===== src/rtl/stopwatch_ctrl.sv =====
// Stopwatch control FSM and timebase.
// Turns debounced button levels into edge events, runs the tick prescaler,
// and drives clear/increment pulses into the cascaded digit counters.
// Optional lap-hold support is compiled in with `define STOPWATCH_LAP_EN.
//
// state      | meaning
// -----------+-----------------------------------------------------------
// S_IDLE     | stopped at zero, waiting for start; clear re-zeroes chain
// S_RUN      | prescaler counting, ticks issued to the digit chain
// S_PAUSED   | prescaler frozen mid-interval; start resumes, clear resets
// S_OVERFLOW | top digit rolled over; chain halted until clear
module stopwatch_ctrl #(
  parameter int TICK_DIV = 1000000
) (
  input  logic clk,
  input  logic reset,
  input  logic btn_start_stop,
  input  logic btn_clear,
  input  logic rollover_top,
`ifdef STOPWATCH_LAP_EN
  input  logic btn_lap,
  output logic lap_hold,
`endif
  output logic tick_inc,
  output logic cnt_clear,
  output logic running,
  output logic paused,
  output logic overflow
);

  localparam int TICK_W = $clog2(TICK_DIV);
  localparam logic [TICK_W-1:0] PRESC_LAST = TICK_W'(TICK_DIV - 1);

  typedef enum logic [1:0] {
    S_IDLE     = 2'd0,
    S_RUN      = 2'd1,
    S_PAUSED   = 2'd2,
    S_OVERFLOW = 2'd3
  } state_t;

  state_t            state;
  state_t            state_nxt;
  logic [TICK_W-1:0] presc;
  logic [TICK_W-1:0] presc_nxt;
  logic              tick_nxt;
  logic              clr_nxt;
  logic              ss_q;
  logic              clr_q;
  logic              ss_evt;
  logic              clr_evt;

  // Button history; reset to 1 so a button held through reset is not an event
  always_ff @(posedge clk or posedge reset) begin
    if (reset) begin
      ss_q  <= 1'b1;
      clr_q <= 1'b1;
    end else begin
      ss_q  <= btn_start_stop;
      clr_q <= btn_clear;
    end
  end

  assign ss_evt  = btn_start_stop & ~ss_q;
  assign clr_evt = btn_clear & ~clr_q;

  // Next-state, prescaler and pulse decode
  always_comb begin
    state_nxt = state;
    presc_nxt = presc;
    tick_nxt  = 1'b0;
    clr_nxt   = 1'b0;
    case (state)
      S_IDLE: begin
        if (clr_evt) begin
          clr_nxt = 1'b1;
        end else if (ss_evt) begin
          state_nxt = S_RUN;
        end
      end
      S_RUN: begin
        // The prescaler advances on every RUN cycle, even when leaving RUN,
        // so a coincident terminal count still yields its tick.
        if (presc == PRESC_LAST) begin
          presc_nxt = '0;
          tick_nxt  = 1'b1;
        end else begin
          presc_nxt = presc + TICK_W'(1);
        end
        if (rollover_top) begin
          state_nxt = S_OVERFLOW;
        end else if (ss_evt) begin
          state_nxt = S_PAUSED;
        end
      end
      S_PAUSED: begin
        if (clr_evt) begin
          clr_nxt   = 1'b1;
          presc_nxt = '0;
          state_nxt = S_IDLE;
        end else if (ss_evt) begin
          state_nxt = S_RUN;
        end
      end
      S_OVERFLOW: begin
        if (clr_evt) begin
          clr_nxt   = 1'b1;
          presc_nxt = '0;
          state_nxt = S_IDLE;
        end
      end
      default: begin
        state_nxt = S_IDLE;
        presc_nxt = '0;
      end
    endcase
  end

  // State, prescaler and registered outputs; flags mirror the new state
  always_ff @(posedge clk or posedge reset) begin
    if (reset) begin
      state     <= S_IDLE;
      presc     <= '0;
      tick_inc  <= 1'b0;
      cnt_clear <= 1'b0;
      running   <= 1'b0;
      paused    <= 1'b0;
      overflow  <= 1'b0;
    end else begin
      state     <= state_nxt;
      presc     <= presc_nxt;
      tick_inc  <= tick_nxt;
      cnt_clear <= clr_nxt;
      running   <= (state_nxt == S_RUN);
      paused    <= (state_nxt == S_PAUSED);
      overflow  <= (state_nxt == S_OVERFLOW);
    end
  end

`ifdef STOPWATCH_LAP_EN
  logic lap_q;
  logic lap_evt;

  assign lap_evt = btn_lap & ~lap_q;

  // Lap toggles only while running; any return to IDLE drops the hold
  always_ff @(posedge clk or posedge reset) begin
    if (reset) begin
      lap_q    <= 1'b1;
      lap_hold <= 1'b0;
    end else begin
      lap_q <= btn_lap;
      if (state_nxt == S_IDLE) begin
        lap_hold <= 1'b0;
      end else if (state == S_RUN && lap_evt) begin
        lap_hold <= ~lap_hold;
      end
    end
  end
`endif

endmodule


===== config.mk =====
export PLATFORM = sky130hd
export DESIGN_NAME = stopwatch_ctrl
export DESIGN_NICKNAME = d
export VERILOG_FILES = /design/src/rtl/stopwatch_ctrl.sv
export SDC_FILE = /design/constraint.sdc
export NUM_CORES = 1
export LEC_CHECK = 0
export CAP_MARGIN = 20
export CORE_ASPECT_RATIO = 1.1
export CORE_MARGIN = 2
export CORE_UTILIZATION = 57
export DETAILED_ROUTE_END_ITERATION = 6
export GPL_ROUTABILITY_DRIVEN = 0
export GPL_TIMING_DRIVEN = 1
export PLACE_DENSITY = 0.78
export REMOVE_ABC_BUFFERS = 1
export SLEW_MARGIN = 10
export SYNTH_ARGS = -nofsm -noshare
export SYNTH_HDL_FRONTEND = slang
export SYNTH_SLANG_ARGS = --single-unit

===== constraint.sdc =====
create_clock -name clk -period 2.6 [get_ports clk]
set_clock_uncertainty 0.15 [all_clocks]
set_input_delay 0.65 -clock clk [delete_from_list [all_inputs] [get_ports clk]]
set_output_delay 0.65 -clock clk [all_outputs]
set_load 0.05 [all_outputs]

==> results of run 1 <==
==> flip-flops by register name, summed over array words and instances (netlist names) <==
name	count
clr_q	1
state	2
tick_inc	1
presc	20
running	1
overflow	1
cnt_clear	1
ss_q	1
paused	1
==> metrics by stage <==
step	area [um2]	util	hold WS, ns
2_1_floorplan	1420	-	0.335
3_3_place_gp	1590	0.648	0.360
3_5_place_dp	1590	0.648	0.371
4_1_cts	1640	0.671	0.384
5_1_grt	1640	0.671	0.409
6_report	1640	0.671	0.377
==> layout make-up <==
cell class	instances	area, um2
Fill cell	187	806
Sequential cell	29	728
Multi-Input combinational cell	112	667
Timing Repair Buffer	14	128
Clock buffer	7	55.1
Tap cell	31	38.8
Inverter	7	26.3
==> cell usage in the layout, fill, tap and decap left out, types with 2 or more instances in the layout <==
cell type / count
a21oi_1: 11
a31oi_1: 3
a41oi_1: 2
and3_1: 4
buf_4: 5
clkbuf_4: 5
clkdlybuf4s50_1: 9
dfrtp_1: 27
dfstp_2: 2
inv_1: 7
nand2_1: 12
nand2b_1: 6
nand3_1: 8
nand4_1: 6
nor2_1: 10
nor2b_1: 3
nor3_1: 6
o21ai_0: 10
or2_2: 2
or3_1: 5
xnor2_1: 2
xor2_1: 4
==> kinds of logic (layout without fill, tap and decap cells) <==
family	after synthesis	in the layout	share of synthesized area
fa+ha+maj	1	1	0.00862
mux	1	1	0.00690
buf+inv	12	28	0.0388
flops	29	29	0.502
compound gates	33	33	0.134
simple gates	71	71	0.273
xor+xnor	6	6	0.0362
==> power by group through the flow <==
stage,clock network (mW),logic [mW],registers (mW)
6_report,0.280,0.473,0.624
3_3_place_gp,0,0.461,0.622
5_1_grt,0.301,0.515,0.636
3_5_place_dp,0,0.471,0.631
2_1_floorplan,0,0.238,0.685
4_1_cts,0.287,0.473,0.623
==> routing by layer <==
layer	share of wire	vias to the layer above	global-route usage
met4	0.027	0	0.124
met1	0.41	594	0.287
li1	-	579	-
met5	0	-	0
met3	0.060	10	0.0904
met2	0.50	42	0.389
==> worst max-delay path by stage <==
stage	endpoint	cells after the start	slack (ns)	from
6_report	presc[12]	5	0.20	presc[15]
5_1_grt	presc[16]	5	0.10	presc[15]
4_1_cts	presc[12]	5	0.23	presc[15]
3_5_place_dp	presc[19]	5	0.18	btn_clear
3_3_place_gp	presc[19]	5	0.23	btn_clear
2_1_floorplan	presc[12]	5	0.40	presc[15]
==> impl.org, run 1 <==
** Clock tree
- Number of hold-repair buffers added at the cts stage :: 0
- CTS root buffer :: clkbuf_4
- TritonCTS clock tree :: done
- Post-CTS Resized :: 0
- Counting along the longest clock path gives a buffer depth of 2.
- After clock tree synthesis, the clock-pin slew on the worst setup and hold paths is 0.09 ns.
- The clock net in this run drives a total of 29 sinks.
- Buffers inserted during clock tree synthesis total 5.
- The clock tree synthesis step divided the H-tree into 2 levels.
- Clock Latency Late Sink :: 0.33 ns
- Buffer count from post-CTS setup fixing :: 0

** Routing
- Vias :: 1225
- Detailed-route DRC error count :: 0
- DR pass1 iterations :: 4
- Vias per cell :: 6.13
- In the final routed layout, each cell accounts on average for 15.8 um.
- After detailed routing, the total wire length is 3.15 mm.
- Post-detailed-route count of antenna-violating nets :: 0
- In this run, the number of DRC markers left after iteration 0 of detailed routing was 58.

** Worst setup path
- Data on the critical path arrives at its endpoint at 2.45 ns.
- Type of the setup path with the least slack :: flip-flop to flip-flop
- Worst reg2reg startpoint :: presc[15]
- Crit path cell chain :: or4b_1 -> or4_4 -> o21a_1 -> a41oi_1 -> a31oi_1
- The worst register-to-register path ends at presc[12].
- The kind of cell with the highest combined delay along the critical path is simple AND/OR/NAND/NOR gates.
- Counting cells, the worst reg-to-reg path comes to 5.
- The slowest stage of the critical path belongs to the cell or4b_1.
- The number of buffers and inverters on the critical path is 0.
- Across all register-to-register paths, the minimum setup slack is 0.20 ns.
- The worst setup path is captured at a flip-flop.
- Biggest fanout along the worst timing path :: 13
- Worst Path Required :: 2.65 ns
- The worst setup path is launched from a flip-flop.
- The largest single stage delay on the critical path is 0.54 ns.

** Global route
- Global router's overall resource usage :: 0.245
- The first global-routing pass estimated 5.20 mm of wire.
- Vias in the first global route :: 1167
- Global routing finished with a remaining overflow of 0.
- Pin count of the biggest net entering global routing :: 30
- Initial antenna violation count :: 0

** Final layout
- Of the cells placed in the final design, the portion with a size suffix greater than 1 is 0.101.
- At the end of the flow, the number of nets in the layout was 175.
- Area growth from synthesis to layout :: 13.2%
- The number of antenna diodes in the final layout is 0.
- Fin cells :: 200

** Synthesis
- Ranked by instance count, the synthesized netlist is headed by 27 x dfrtp_1, 12 x nand2_1, 11 x a21oi_1.
- Number of enable-type register cells in the synthesized netlist :: 0
- Area fraction of the dominant cell type after synthesis :: 0.466
- For this run, the register share of the synthesized area comes to 0.502.
- Number of instances in the synthesized netlist :: 153
- The synthesized netlist contains 40 unique library cells.
- After synthesis, the mean cell area works out to 9.49 um2.
- Yosys instantiated no cell more often than dfrtp_1.
- Synthesis Warnings :: 0
- For this run, asynchronously set or reset flops after synthesis account for 1.00.
- Number of synthesized register bits :: 29
- By area the synthesized netlist is led by dfrtp_1 47%, a21oi_1 3.8%, dfstp_2 3.6%, o21ai_0 3.4%, nand2_1 3.1%.
- Post-synth top area cell :: dfrtp_1
- Top_reg_cell synth :: dfrtp_1
- In this run the cell area of the synthesized design comes to 1450 um2.

** Pwr
- In this run the power density over the cells is 838 nW/um2.
- Cell internal power was estimated by the tool at 836 uW.
- The worst-case IR drop observed on VDD is 0.575 mV.
- The share of total power dissipated in the clock network is 0.203.
- Static leakage :: 0.700 nW
- Of the total power, registers draw 0.454.
- Fraction of power spent switching nets :: 0.393
- Total power of the final layout :: 1.38 mW
- Switching pwr :: 541 uW
- The share of total power dissipated in combinational logic is 0.343.

** Worst hold path
- The worst hold path terminates at presc[10].
- Worst min-delay path class :: flip-flop to flip-flop
- Launch point of the worst hold path :: presc[10]
- Cell count of the worst hold path :: 1

** STA
- In this run the tightest slew margin relative to its limit is 0.655.
- Setup repair after global routing left no endpoint under its margin.
- Hold violation count in the final report :: 0
- In the finished design, the share of the clock period the worst path needs comes to 0.922.
- Fin worst setup slack :: 0.202 ns
- The final number of max-transition violations is 0.
- Setup violations remaining at the end of the flow were counted as 0.
- Based on the critical path, the design can be clocked at up to 417 MHz.
- For the pin with the worst max-slew slack, the measured transition is 0.516 ns.
- Post-Route Setup TNS :: 0 ns
- The clock period could shrink to 2.40 ns.

** Placement
- Placed Cells incl. Taps :: 193
- Final HPWL DP :: 2.30 mm
- During placement, the flow inserted port buffers numbering 9.
- Timing analysis after detailed placement gives a worst setup slack of 0.177 ns.

** Run status
- The run finished with clean final reports.

** Floorplanning
- Top-level I/O count :: 10
- The die is 52.1 um wide.
- FP Rows :: 19
- The core region is 2450 um2.
- Die H :: 56.9 um
- For this configuration, the core starts out at a cell density of 0.593.
- Die area :: 2970 um2

** Job
- Across the run, the number of max-cap violations was 0.
No activity file was read; power rests on OpenSTA's default activity.
==> run 2, diff against run 1 <==
--- a/config.mk
+++ b/config.mk
@@ -6,12 +6,12 @@
 export NUM_CORES = 1
 export LEC_CHECK = 0
-export CAP_MARGIN = 20
+export CAP_MARGIN = 30
 export CORE_ASPECT_RATIO = 1.1
 export CORE_MARGIN = 2
-export CORE_UTILIZATION = 57
+export CORE_UTILIZATION = 61
 export DETAILED_ROUTE_END_ITERATION = 6
 export GPL_ROUTABILITY_DRIVEN = 0
 export GPL_TIMING_DRIVEN = 1
-export PLACE_DENSITY = 0.78
+export PLACE_DENSITY = 0.82
 export REMOVE_ABC_BUFFERS = 1
 export SLEW_MARGIN = 10
==> constraint.sdc (replaced) <==
create_clock -name clk -period 2.9 [get_ports clk]
set_clock_uncertainty 0.15 [all_clocks]
set_input_delay 0.87 -clock clk [delete_from_list [all_inputs] [get_ports clk]]
set_output_delay 0.87 -clock clk [all_outputs]
set_load 0.05 [all_outputs]
==> run 2 against run 1 <==
Sequential share of layout area up 0.55 points. Die area down 6.1%. Clock power down 7.9%. Sequential cell count unchanged. Power down 11%. Setup slack better by 0.21 ns. Combinational power down 13%. First-iteration DRC count down 41%.
==> impl.org, run 2 (synthesis results as in run 1) <==
** Routing
- The highest layer touched by signal routing is met4.
- Detailed-route DRC error count :: 0
- The routed design has 3.09 mm of wire.
- Post-Route M1 WL :: 1.31 mm
- WL met2 :: 1.53 mm
- After detailed routing, the number of vias per cell comes to 6.06.
- Drt initial violations :: 34
- Vias :: 1194
- DR pass1 iterations :: 4
- Once detail routing completed, the nets flagged for antenna violations numbered 0.
- Dividing the detail-routed wire length by the instance count gives 15.7 um.
- Wire length on met3 :: 163 um

** Worst setup path
- Capturing instance or port of the critical path :: overflow
- Worst reg2reg startpoint :: presc[15]
- In this design, the stage delay of the slowest critical-path cell is 0.80 ns.
- Crit path buffers/inverters :: 1
- Setup crit end kind :: output port
- Slowest CP cell :: clkdlybuf4s50_1
- Levels on crit path :: 1
- Biggest fanout along the worst timing path :: 1
- Type of the setup path with the least slack :: flip-flop to output port
- Worst Path Required :: 1.88 ns
- The signal on the critical path passes through clkdlybuf4s50_1.
- The critical path starts at overflow.
- STA classifies the critical path startpoint as a flip-flop.
- Endpoint of the lowest-slack register-to-register path :: presc[5]
- On the critical path the largest part of the delay comes from buffers and inverters.
- The worst register-to-register path has a depth of 5.
- Data arrives at the worst endpoint at 1.47 ns.
- Slack of the worst reg-to-reg path :: 0.45 ns

** Pwr
- For this design the ratio of total power to cell area is 759 nW/um2.
- IR analysis of the VDD net gives a maximum drop of 0.514 mV.
- In this run the static leakage power is 0.686 nW.

** STA
- Final worst-path cycle share :: 0.858
- Setup repair after global routing left no endpoint under its margin.
- Final Setup Violations :: 0
- After layout, the worst setup slack is 0.412 ns.
- The worst path needs 2.49 ns of the cycle, external delays included.
- For the pin with the worst max-slew slack, the measured transition is 0.636 ns.
- The final number of max-transition violations was 0.
- Headroom to the max-slew limit :: 0.575
- Worst hold slack across all endpoints :: 0.399 ns
- Achievable Freq :: 402 MHz
- Post-Route Setup TNS :: 0 ns
- Hold violation count in the final report :: 0

** Placement
- Number of buffer cells added on primary ports :: 9
- Final HPWL DP :: 2.17 mm
- Post-Place Setup Slack :: 0.111 ns

** Clock tree
- Sink Count :: 29
- Htree depth :: 2
- Clock Latency Late Sink :: 0.34 ns
- TritonCTS clock tree :: done
- CTS Buf Count :: 5
- Buffer count from post-CTS setup fixing :: 0
- Number of hold-repair buffers added at the cts stage :: 0
- Post-CTS Resized :: 0
- Clk pin slew, worst setup/hold paths :: 0.11 ns
- The clock passes through at most 2 buffers.
- The cell sitting at the root of the clock tree is a clkbuf_4.

** Final layout
- The top cell types in the final layout, fill and taps aside, are 27 x dfrtp_1, 12 x nand2_1, 11 x a21oi_1.
- The number of antenna diodes in the final layout is 0.
- Compared with the post-synthesis result, the final layout area differs by 11.8%.
- Flip-flop count of the largest register, all copies and words added :: 20
- At the end of the flow, the number of nets in the layout was 172.
- Filler instances :: 183
- Biggest regs :: presc: 20 flops, state: 2 flops
- Register with the most flip-flops :: presc
- Commonest non-fill, non-tap cell in the layout :: dfrtp_1
- Ratio of cells with drive above 1 in the final layout :: 0.0838

** Global route
- Initial antenna violation count :: 0
- The first global-routing pass estimated 4.96 mm of wire.
- The number of global-route vias before repair is 1101.
- Global router's overall resource usage :: 0.253
- Total gr overflow :: 0
- Entering global routing, the biggest net connects 30 pins.

** Floorplanning
- The floorplan step set the die height to 55.2 um.
- The initial utilization of the core area, before any placement, comes to 0.644.
- Chip Width :: 50.5 um
- The floorplan has 18 rows.
- The die covers 2790 um2.
- Core area :: 2250 um2
- 10 I/O pins were placed.

** Run status
- Run status :: complete, no violations

** Worst hold path
- In this run the worst hold path is classified as flip-flop to flip-flop.
- Launch point of the worst hold path :: presc[10]

** Job
- Total of max-cap violations :: 0
==> run 2: metal layers <==
layer  up-vias  track usage
met5         -            0
met4         0        0.122
met3        11       0.0860
met2        37        0.408
met1       570        0.310
li1        576            -
==> run 2: layout make-up <==
type / count / area (um2) / share of cell area
clock buffers: 8 / 58.8 / 0.0362
inverters: 7 / 26.3 / 0.0162
multi-input cells: 112 / 667 / 0.411
flip-flops and latches: 29 / 728 / 0.449
well taps: 30 / 37.5 / 0.0231
repair buffers: 11 / 105 / 0.0648
==> run 2: stage by stage <==
stage / instance area (um2) / std cells / total power, mW / util
finish: 1620 / 197 / 1.23 / 0.721
global route: 1620 / 197 / 1.30 / 0.721
CTS: 1620 / 197 / 1.23 / 0.721
detailed placement: 1560 / 189 / 0.976 / 0.694
global placement: 1560 / 189 / 0.949 / 0.694
floorplan: 1420 / 148 / 0.828 / -
==> run 2: how the worst min path moves through the flow <==
stage / to / slack, ns / cells after the start
after floorplan: presc[10] / 0.34 / 1
after CTS: presc[10] / 0.39 / 1
after global placement: presc[10] / 0.36 / 1
final: presc[10] / 0.40 / 1
after global routing: presc[10] / 0.41 / 1
after detailed placement: presc[10] / 0.38 / 1
==> run 2: power breakdown <==
part	switching, mW	internal (mW)	leakage, nW
clock network	0.139	0.119	0.0326
logic	0.271	0.141	0.269
registers	0.0809	0.480	0.385
total	0.491	0.741	0.686
==> run 3, diff against run 2 <==
Settings changed: CORE_UTILIZATION 61 to 57, MAX_ROUTING_LAYER set to met4, PLACE_DENSITY 0.82 to 0.78.
Clock period 2.9 ns to 2.55 ns, I/O delays scaled along.
==> run 3 against run 2 <==
Die area increased by 6.5%. Core utilization decreased by 5.0 points. Cell count increased by 2.0%. Sequential power increased by 14%. Hold slack got worse by 0.015 ns. Clock power decreased by 3%. Critical endpoint is now presc[16].
==> impl.org, run 3 (synthesis results as in run 1) <==
** Run status
- The flow ran to the end, and the final reports show no timing, DRC or antenna violations.

** STA
- The final number of max-transition violations came to 0.
- Achievable Freq :: 409 MHz
- For the pin with the worst max-slew slack, the measured transition is 0.512 ns.
- Headroom to the max-slew limit :: 0.658
- Of the available clock period, the critical path in the final layout requires 0.959.
- Unrepaired setup endpoints after global routing :: false
- Final Setup Violations :: 0
- The number of hold violations in the final report came to 0.
- The clock period could shrink to 2.44 ns.
- Post-Route Setup TNS :: 0 ns

** Worst hold path
- Launch point of the worst hold path :: presc[10]
- End point of the worst hold path :: presc[10]
- In this run the worst hold path is classified as flip-flop to flip-flop.
- Counting instances, the worst hold path has a depth of 1.

** Worst setup path
- The worst register-to-register path has a setup slack of 0.11 ns.
- The setup path with the least slack is of type flip-flop to flip-flop.
- STA classifies the critical path endpoint as a flip-flop.
- Crit path cell chain :: or4b_1 -> or4_4 -> o21a_1 -> a41oi_1 -> a31oi_1
- Worst reg2reg startpoint :: presc[15]
- Depth of the worst register-to-register path :: 5
- Arrival time at the worst endpoint :: 2.50 ns
- Crit path buffers/inverters :: 0
- Of all nets on the critical path, the largest fanout is 13.
- The largest individual stage delay along the critical path comes from the cell or4b_1.
- Worst Path Required :: 2.60 ns
- Among cell families on the critical path, the largest total delay comes from simple AND/OR/NAND/NOR gates.
- For this run, the slowest stage of the critical path takes 0.54 ns.
- Setup crit start kind :: flip-flop
- Endpoint of the lowest-slack register-to-register path :: presc[16]

** Clock tree
- Clock Latency Late Sink :: 0.33 ns
- CTS root buffer :: clkbuf_4
- Clk pin slew, worst setup/hold paths :: 0.09 ns
- In this run, post-CTS hold repair placed 0 buffers.
- Buffer count from post-CTS setup fixing :: 0
- Clock tree synthesis inserted a total of 5 buffers.
- In this run the deepest clock path goes through 2 buffers.
- TritonCTS clock tree :: done
- Sink Count :: 29
- Htree depth :: 2
- Post-CTS Resized :: 0

** Floorplanning
- For this configuration, the core starts out at a cell density of 0.593.
- Die area :: 2970 um2
- The core region is 2450 um2.
- Measured along the x axis, the die boundary spans 52.1 um.
- The die is 56.9 um tall.
- FP Rows :: 19
- During I/O placement, the number of pins put on the boundary was 10.

** Pwr
- Power per unit of standard cell area :: 838 nW/um2
- Static leakage :: 0.702 nW
- Worst IR Drop VDD :: 0.694 mV
- Total power of the final layout :: 1.37 mW

** Final layout
- From synthesis to final layout, the design area changed by 13.1%.
- The library cell used most frequently in the layout, excluding fill and tap cells, is dfrtp_1.
- The largest registers in the layout are presc: 20 flops, state: 2 flops.
- The register with the most flip-flops in the layout has 20 of them.
- The number of antenna diodes in the final layout is 0.
- For this run, the post-layout net count is 176.
- The library cells used most frequently in the layout, excluding fill and tap cells, are 27 x dfrtp_1, 12 x nand2_1, 11 x a21oi_1.
- Ratio of cells with drive above 1 in the final layout :: 0.106
- presc holds more flip-flops than any other register.

** Routing
- Detailed-route DRC error count :: 0
- Detailed-route wire length :: 3.11 mm
- Drt initial violations :: 42
- Vias :: 1233
- In this run the remaining antenna-violating nets after routing total 0.
- Dividing the detail-routed wire length by the instance count gives 15.5 um.
- Dividing the detail-routed via count by the number of cells gives 6.13.
- DR pass1 iterations :: 4

** Global route
- Initial antenna violation count :: 0
- Global-route wire length before repair :: 5.35 mm
- Pin count of the biggest net entering global routing :: 30
- For this run the aggregate overflow at the end of global routing stands at 0.
- Across every metal layer, demand over resource in global routing totals 0.253.
- The number of global-route vias before repair came to 1250.

** Placement
- Final HPWL DP :: 2.24 mm
- Input and output buffers added on the ports amount to 9.

** Job
- Total of max-cap violations :: 0
-- run 3: metrics by stage --
step	cells	setup slack, ns	hold slack (ns)	instance area, um2	utilization
finish	201	0.106	0.384	1640	0.670
global route	201	0.0331	0.414	1640	0.670
CTS	201	0.125	0.384	1640	0.670
detailed placement	194	0.0623	0.370	1600	0.652
global placement	194	0.145	0.359	1600	0.652
floorplan	148	0.353	0.335	1420	-
-- run 3: per-layer routing --
metal	GRT usage	wire length (um)	vias up
li1	-	-	581
met1	0.296	1270	599
met2	0.396	1610	43
met3	0.0745	167	10
met4	0.120	64	0
met5	-	0	-
-- run 3: worst max path at each step --
stage | cells after the start | endpoint | slack [ns] | start
final | 5 | presc[16] | 0.11 | presc[15]
after global routing | 5 | presc[16] | 0.03 | presc[15]
after CTS | 5 | presc[16] | 0.12 | presc[15]
after detailed placement | 5 | presc[19] | 0.06 | btn_clear
after global placement | 5 | presc[19] | 0.15 | btn_clear
after floorplan | 5 | presc[12] | 0.35 | presc[15]
-- run 3: where the power goes --
| group | switching [mW] | total (mW) | internal (mW) |
|---|---|---|---|
| Sequential | 0.0914 | 0.638 | 0.546 |
| Clock | 0.150 | 0.251 | 0.101 |
| Combinational | 0.307 | 0.486 | 0.180 |
-- run 3: cell type report --
cell class                 instances  area [um2]
inverter                           7        26.3
timing repair buffer              15         135
tap                               31        38.8
clock buffer                       6        41.3
fill                             185         807
clock inverter                     1        5.00
sequential                        29         728
multi-input combinational        112         667
==> RTL change 1 (config.mk and constraints of run 3) <==
`TICK_DIV`: 1000000 -> 4000000.
--- a/src/rtl/stopwatch_ctrl.sv
+++ b/src/rtl/stopwatch_ctrl.sv
@@ -12,3 +12,3 @@
 module stopwatch_ctrl #(
-  parameter int TICK_DIV = 1000000
+  parameter int TICK_DIV = 4000000
 ) (
Formal check against the unedited RTL: same outputs for any inputs over 10 cycles, from zero or initial values and one cycle with reset high; that may be too few to reach the edited logic, so the function may still have changed.
==> RTL change 1 against run 3 <==
Register-to-register slack gained 0.32 ns; synthesized area grew 6.9%; power grew 19%; setup slack gained 0.053 ns; maximum frequency grew 2.2%; design area grew 8.5%; sequential cell count grew 2; final cell count grew 6.5%; critical path depth shrank 4; routed wire length grew 3.2%; count of clock-buffer cells in the layout grew 2; critical endpoint is now cnt_clear.
==> RTL change 1: results (changes against run 3) <==
Status
  – Status: finished, final reports clean

Yosys
  – Most area-consuming cells after synthesis: dfrtp_1, nand4_1, nor2_1
  – Top cells by count, synth: dfrtp_1, nor2_1, nand2_1
  – Post-synth cell types: 35 (-13%)
  – Sequential area share after synthesis: 50.2% (about the same)

Setup path
  – Max incr delay on CP: 0.80 ns (+0.26 ns)
  – Reg-to-Reg End: presc[11]$_DFFE_PP0P_
  – WP data arrival: 1.48 ns (-1.02 ns)
  – Reg-to-Reg Start: presc[5]$_DFFE_PP0P_
  – Crit-path max FO: 1 (-12)
  – Crit-path slowest cell: clkdlybuf4s50_1
  – Top Family by Delay on Critical Path: buffers and inverters

Layout
  – Fillcell total: 204 (+10%)
  – Final #Nets: 188 (+6.8%)
  – Largest registers: presc (22), state (2)
  – Biggest register: presc
  – Share of cells above drive strength 1: 11.5% (+0.89 points)

GRT
  – Largest net degree at the start of global routing: 32 (+6.7%)
  – Met3 Usage GRT: 7.61% (+0.17 points)
  – First-pass GRT wire length: 5610 um (+4.9%)
  – Met2 Track Usage GR: 38.5% (-1.1 points)
  – Vias in the first global route: 1259 (+0.72%)
  – Met1 usage: 32.8% (+3.3 points)
  – Total track usage: 25.7% (+0.40 points)

Pwr
  – VDD IR max: 0.942 mV (+36%)
  – Leak Pwr: 0.767 nW (+9.4%)
  – Pwr/cell area: 915 mW/mm^2 (+9.3%)

Clocking
  – Htree depth: 2 (unchanged)
  – Clock tree buffer depth: 2 (unchanged)

Place
  – Dpl cell area: 0.00171 mm^2 (+7.3%)
  – # port buffers: 9 (unchanged)
  – DPL Wire Length: 2350 um (+4.8%)

Detailed routing
  – Post-Route M1 WL: 1420 um (+12%)
  – Final wirelength: 3210 um (+3.2%)
  – Iteration-0 DRC Markers: 49 (+17%)
  – WL met2: 1580 um (-1.7%)
  – Via/cell ratio: 6.09 (-0.74%)
  – Metal3 WL: 157 um (-6.0%)

Hold path
  – Hold Crit Start: presc[2]$_DFFE_PP0P_
  – Hold worst-path end: presc[2]$_DFFE_PP0P_

STA
  – Rel. slew slack: 55.9% (-9.9 points)
## RTL change 1: logic make-up after synthesis
group                    count (synthesis)  synth area share, %
XOR/XNOR                                 5                 2.82
AND/OR/NAND/NOR                         82                 29.0
buffers and inverters                    9                 2.82
AO/OA/AOI/OAI                           33                 13.6
multiplexers                             1                0.726
adder cells (fa/ha/maj)                  1                0.806
flip-flops                              31                 50.2
## RTL change 1: power by group
part	internal [mW]	leakage, nW	switching (mW)
Combinational	0.211	0.318	0.341
Sequential	0.613	0.411	0.140
Clock	0.162	0.0386	0.162
Total	0.986	0.767	0.644
## RTL change 1: through the flow
stage               cells  hold WS, ns  setup slack (ns)
floorplan             159        0.332             0.499
global placement      206        0.382             0.196
detailed placement    206        0.387             0.172
CTS                   214        0.404             0.143
global route          214        0.431             0.114
finish                214        0.395             0.159
## RTL change 1: worst register-to-register path, delay by kind of cell, from the launching register on
family,cells,cell delay [ns]
DFF,1,0.45
AOI/OAI and AO/OA,1,0.55
and+or+nand+nor,4,0.81
## RTL change 1: worst max path at each step
stage,endpoint,cells past startpoint,slack [ns],start
global placement,presc[21]$_DFFE_PP0P_,5,0.20,btn_clear
floorplan,presc[19]$_DFFE_PP0P_,5,0.50,presc[8]$_DFFE_PP0P_
finish,cnt_clear,1,0.16,cnt_clear$_DFF_PP0_
CTS,overflow,1,0.14,overflow$_DFF_PP0_
global route,overflow,1,0.11,overflow$_DFF_PP0_
detailed placement,presc[19]$_DFFE_PP0P_,5,0.17,btn_clear
## RTL change 1: cell type report
cell class	count	share of cell area, %
Multi-Input combinational cell	122	41.0
Tap cell	31	2.18
Clock buffer	8	3.87
Sequential cell	31	43.7
Inverter	6	1.26
Timing Repair Buffer	16	8.01
==> RTL change 2 (settings of run 3) <==
Without the edit above. Put one more register stage on the output `cnt_clear`, without a reset. The value now appears one clock later. The other outputs are not delayed to match.
--- a/src/rtl/stopwatch_ctrl.sv
+++ b/src/rtl/stopwatch_ctrl.sv
@@ -39,2 +39,4 @@
   } state_t;
+
+  logic cnt_clear_s0;
 
@@ -123,3 +125,3 @@
       tick_inc  <= 1'b0;
-      cnt_clear <= 1'b0;
+      cnt_clear_s0 <= 1'b0;
       running   <= 1'b0;
@@ -131,3 +133,3 @@
       tick_inc  <= tick_nxt;
-      cnt_clear <= clr_nxt;
+      cnt_clear_s0 <= clr_nxt;
       running   <= (state_nxt == S_RUN);
@@ -160,2 +162,6 @@
 
+  always_ff @(posedge clk) begin
+    cnt_clear <= cnt_clear_s0;
+  end
+
 endmodule
Behaviour: not the same (Yosys sat finds a counterexample within 4 cycles, from zero or initial values and one cycle with reset high).
==> RTL change 2 against run 3 <==
Power increased by 5.7%; non-clock buffer count unchanged; setup slack improved by 0.063 ns; design area increased by 2.1%; count of clock-buffer cells in the layout increased by 1; first-iteration DRC count decreased by 9.5%; sequential cell count increased by 1; sequential share of layout area increased by 0.27 points; maximum frequency increased by 2.6%; synthesized area increased by 1.4%; routed wire length increased by 1.2%; highest routed layer unchanged.
==> RTL change 2: results (changes against run 3) <==
Place
  – # port buffers: 9 (unchanged)
  – DPL Wire Length: 2220 um (-0.66%)
  – Dpl cell area: 0.00162 mm^2 (+1.3%)

GRT
  – Vias in the first global route: 1287 (+3.0%)
  – Total track usage: 26.0% (+0.67 points)
  – Largest net degree at the start of global routing: 30 (unchanged)
  – Initial antenna violation count: 0 (unchanged)
  – First-pass GRT wire length: 5600 um (+4.6%)

Status
  – Status: finished, final reports clean

Clocking
  – Clock tree buffer depth: 2 (unchanged)
  – Worst skew pair latency: 0.33 ns (about the same)
  – Htree depth: 2 (unchanged)
  – Root buf cell: clkbuf_4
  – Clock transition at path regs: 0.09 ns (about the same)
  – TritonCTS Buffers: 5 (unchanged)

STA
  – Worst slew pin tran: 0.507 ns (-0.00521 ns)

Layout
  – Final #Nets: 177 (+0.57%)
  – Antenna Cells: 0 (unchanged)
  – Largest registers: presc (20), state (2)
  – Share of cells above drive strength 1: 11.6% (+1.0 points)
  – Fillcell total: 196 (+5.9%)

Setup path
  – WP data arrival: 1.47 ns (-1.03 ns)
  – R2R depth: 6 (+1)
  – Crit-path max FO: 1 (-12)
  – Max incr delay on CP: 0.80 ns (+0.26 ns)
  – Crit-path slowest cell: clkdlybuf4s50_1
  – Top Family by Delay on Critical Path: buffers and inverters

Detailed routing
  – Drt pass-1 iters: 4 (unchanged)
  – WL/cell: 15.5 um (+0.22%)
  – Iteration-0 DRC Markers: 38 (-9.5%)
  – Via/cell ratio: 6.18 (+0.70%)

Yosys
  – FFs w/ async S/R, synth: 96.7% (-3.3 points)
  – Warnings, synthesis: 0 (unchanged)
  – Top cells by count, synth: dfrtp_1, nand2_1, a21oi_1
  – Sequential area share after synthesis: 50.9% (+0.68 points)
  – Most area-consuming cells after synthesis: dfrtp_1, a21oi_1, dfstp_2
  – Post-synth cell types: 41 (+2.5%)

Pwr
  – Switching share of power: 38.9% (-0.97 points)
  – VDD IR max: 0.670 mV (-3.4%)
  – Leak Pwr: 0.718 nW (+2.3%)

Hold path
  – WHS Path Cells: 0 (-1)
  – Min-delay worst type: flop to flop
==> RTL change 2: cell types whose count changed after synthesis, sizes merged <==
cell	before	now
dfxtp	0	1
==> RTL change 2: worst paths after layout <==
| kind | startpoint | endpoint | slack, ns |
|---|---|---|---|
| max in group asynchronous | reset | ss_q$_DFF_PP1_ | 1.29 |
| min reg2reg | cnt_clear_s0$_DFF_PP0_ | cnt_clear$_DFF_P_ | 0.20 |
| max | paused$_DFF_PP0_ | paused | 0.17 |
| max reg2reg | presc[15]$_DFFE_PP0P_ | presc[5]$_DFFE_PP0P_ | 0.17 |
| min in group asynchronous | reset | presc[3]$_DFFE_PP0P_ | 0.64 |
| min | cnt_clear_s0$_DFF_PP0_ | cnt_clear$_DFF_P_ | 0.20 |
==> RTL change 2: stage by stage <==
step                      setup slack (ns)  instances  power, mW  hold WS (ns)  util (%)
after floorplan                      0.353        149      0.960         0.174         -
after global routing                0.0716        203       1.55         0.228      67.8
final                                0.168        203       1.45         0.201      67.8
after detailed placement            0.0988        195       1.16         0.184      65.3
after CTS                            0.139        203       1.45         0.205      67.8
after global placement               0.152        195       1.14         0.175      65.3
==> RTL change 2: cell families after synthesis <==
family          count (synthesis)  share of synthesized area, %
compound gates                 33                          13.3
xor+xnor                        6                          3.57
fa+ha+maj                       1                         0.850
buf+inv                        12                          3.83
flops                          30                          50.9
mux                             1                         0.680
simple gates                   71                          27.0
==> RTL change 2: timing repair <==
item | 4_1_cts | 5_1_grt
setup buffers | 0 | 0
setup endpoints to repair | 0 | 1
resized for setup | 0 | 1
==> RTL change 2: area by class of cell <==
class / instances / area (um^2) / share of cell area (%)
timing repair buffer: 15 / 135 / 8.06
multi-input combinational: 112 / 668 / 39.9
sequential: 30 / 748 / 44.6
clock inverter: 1 / 5.00 / 0.299
inverter: 7 / 26.3 / 1.57
tap: 31 / 38.8 / 2.31
clock buffer: 7 / 55.1 / 3.28
==> RTL change 2: power groups by stage <==
stage          logic [mW]  clock network [mW]  registers (mW)
4_1_cts             0.500               0.306           0.648
3_5_place_dp        0.499                   0           0.656
6_report            0.502               0.299           0.651
5_1_grt             0.554               0.328           0.666
2_1_floorplan       0.243                   0           0.717
3_3_place_gp        0.487                   0           0.654
==> RTL change 2: routing by layer <==
layer	vias to the layer above	global-route usage [%]	share of wire (%)
li1	584	-	-
met1	619	31.4	43
met3	7	9.16	5.9
met5	-	-	0
met4	0	9.89	1.5
met2	44	39.8	49
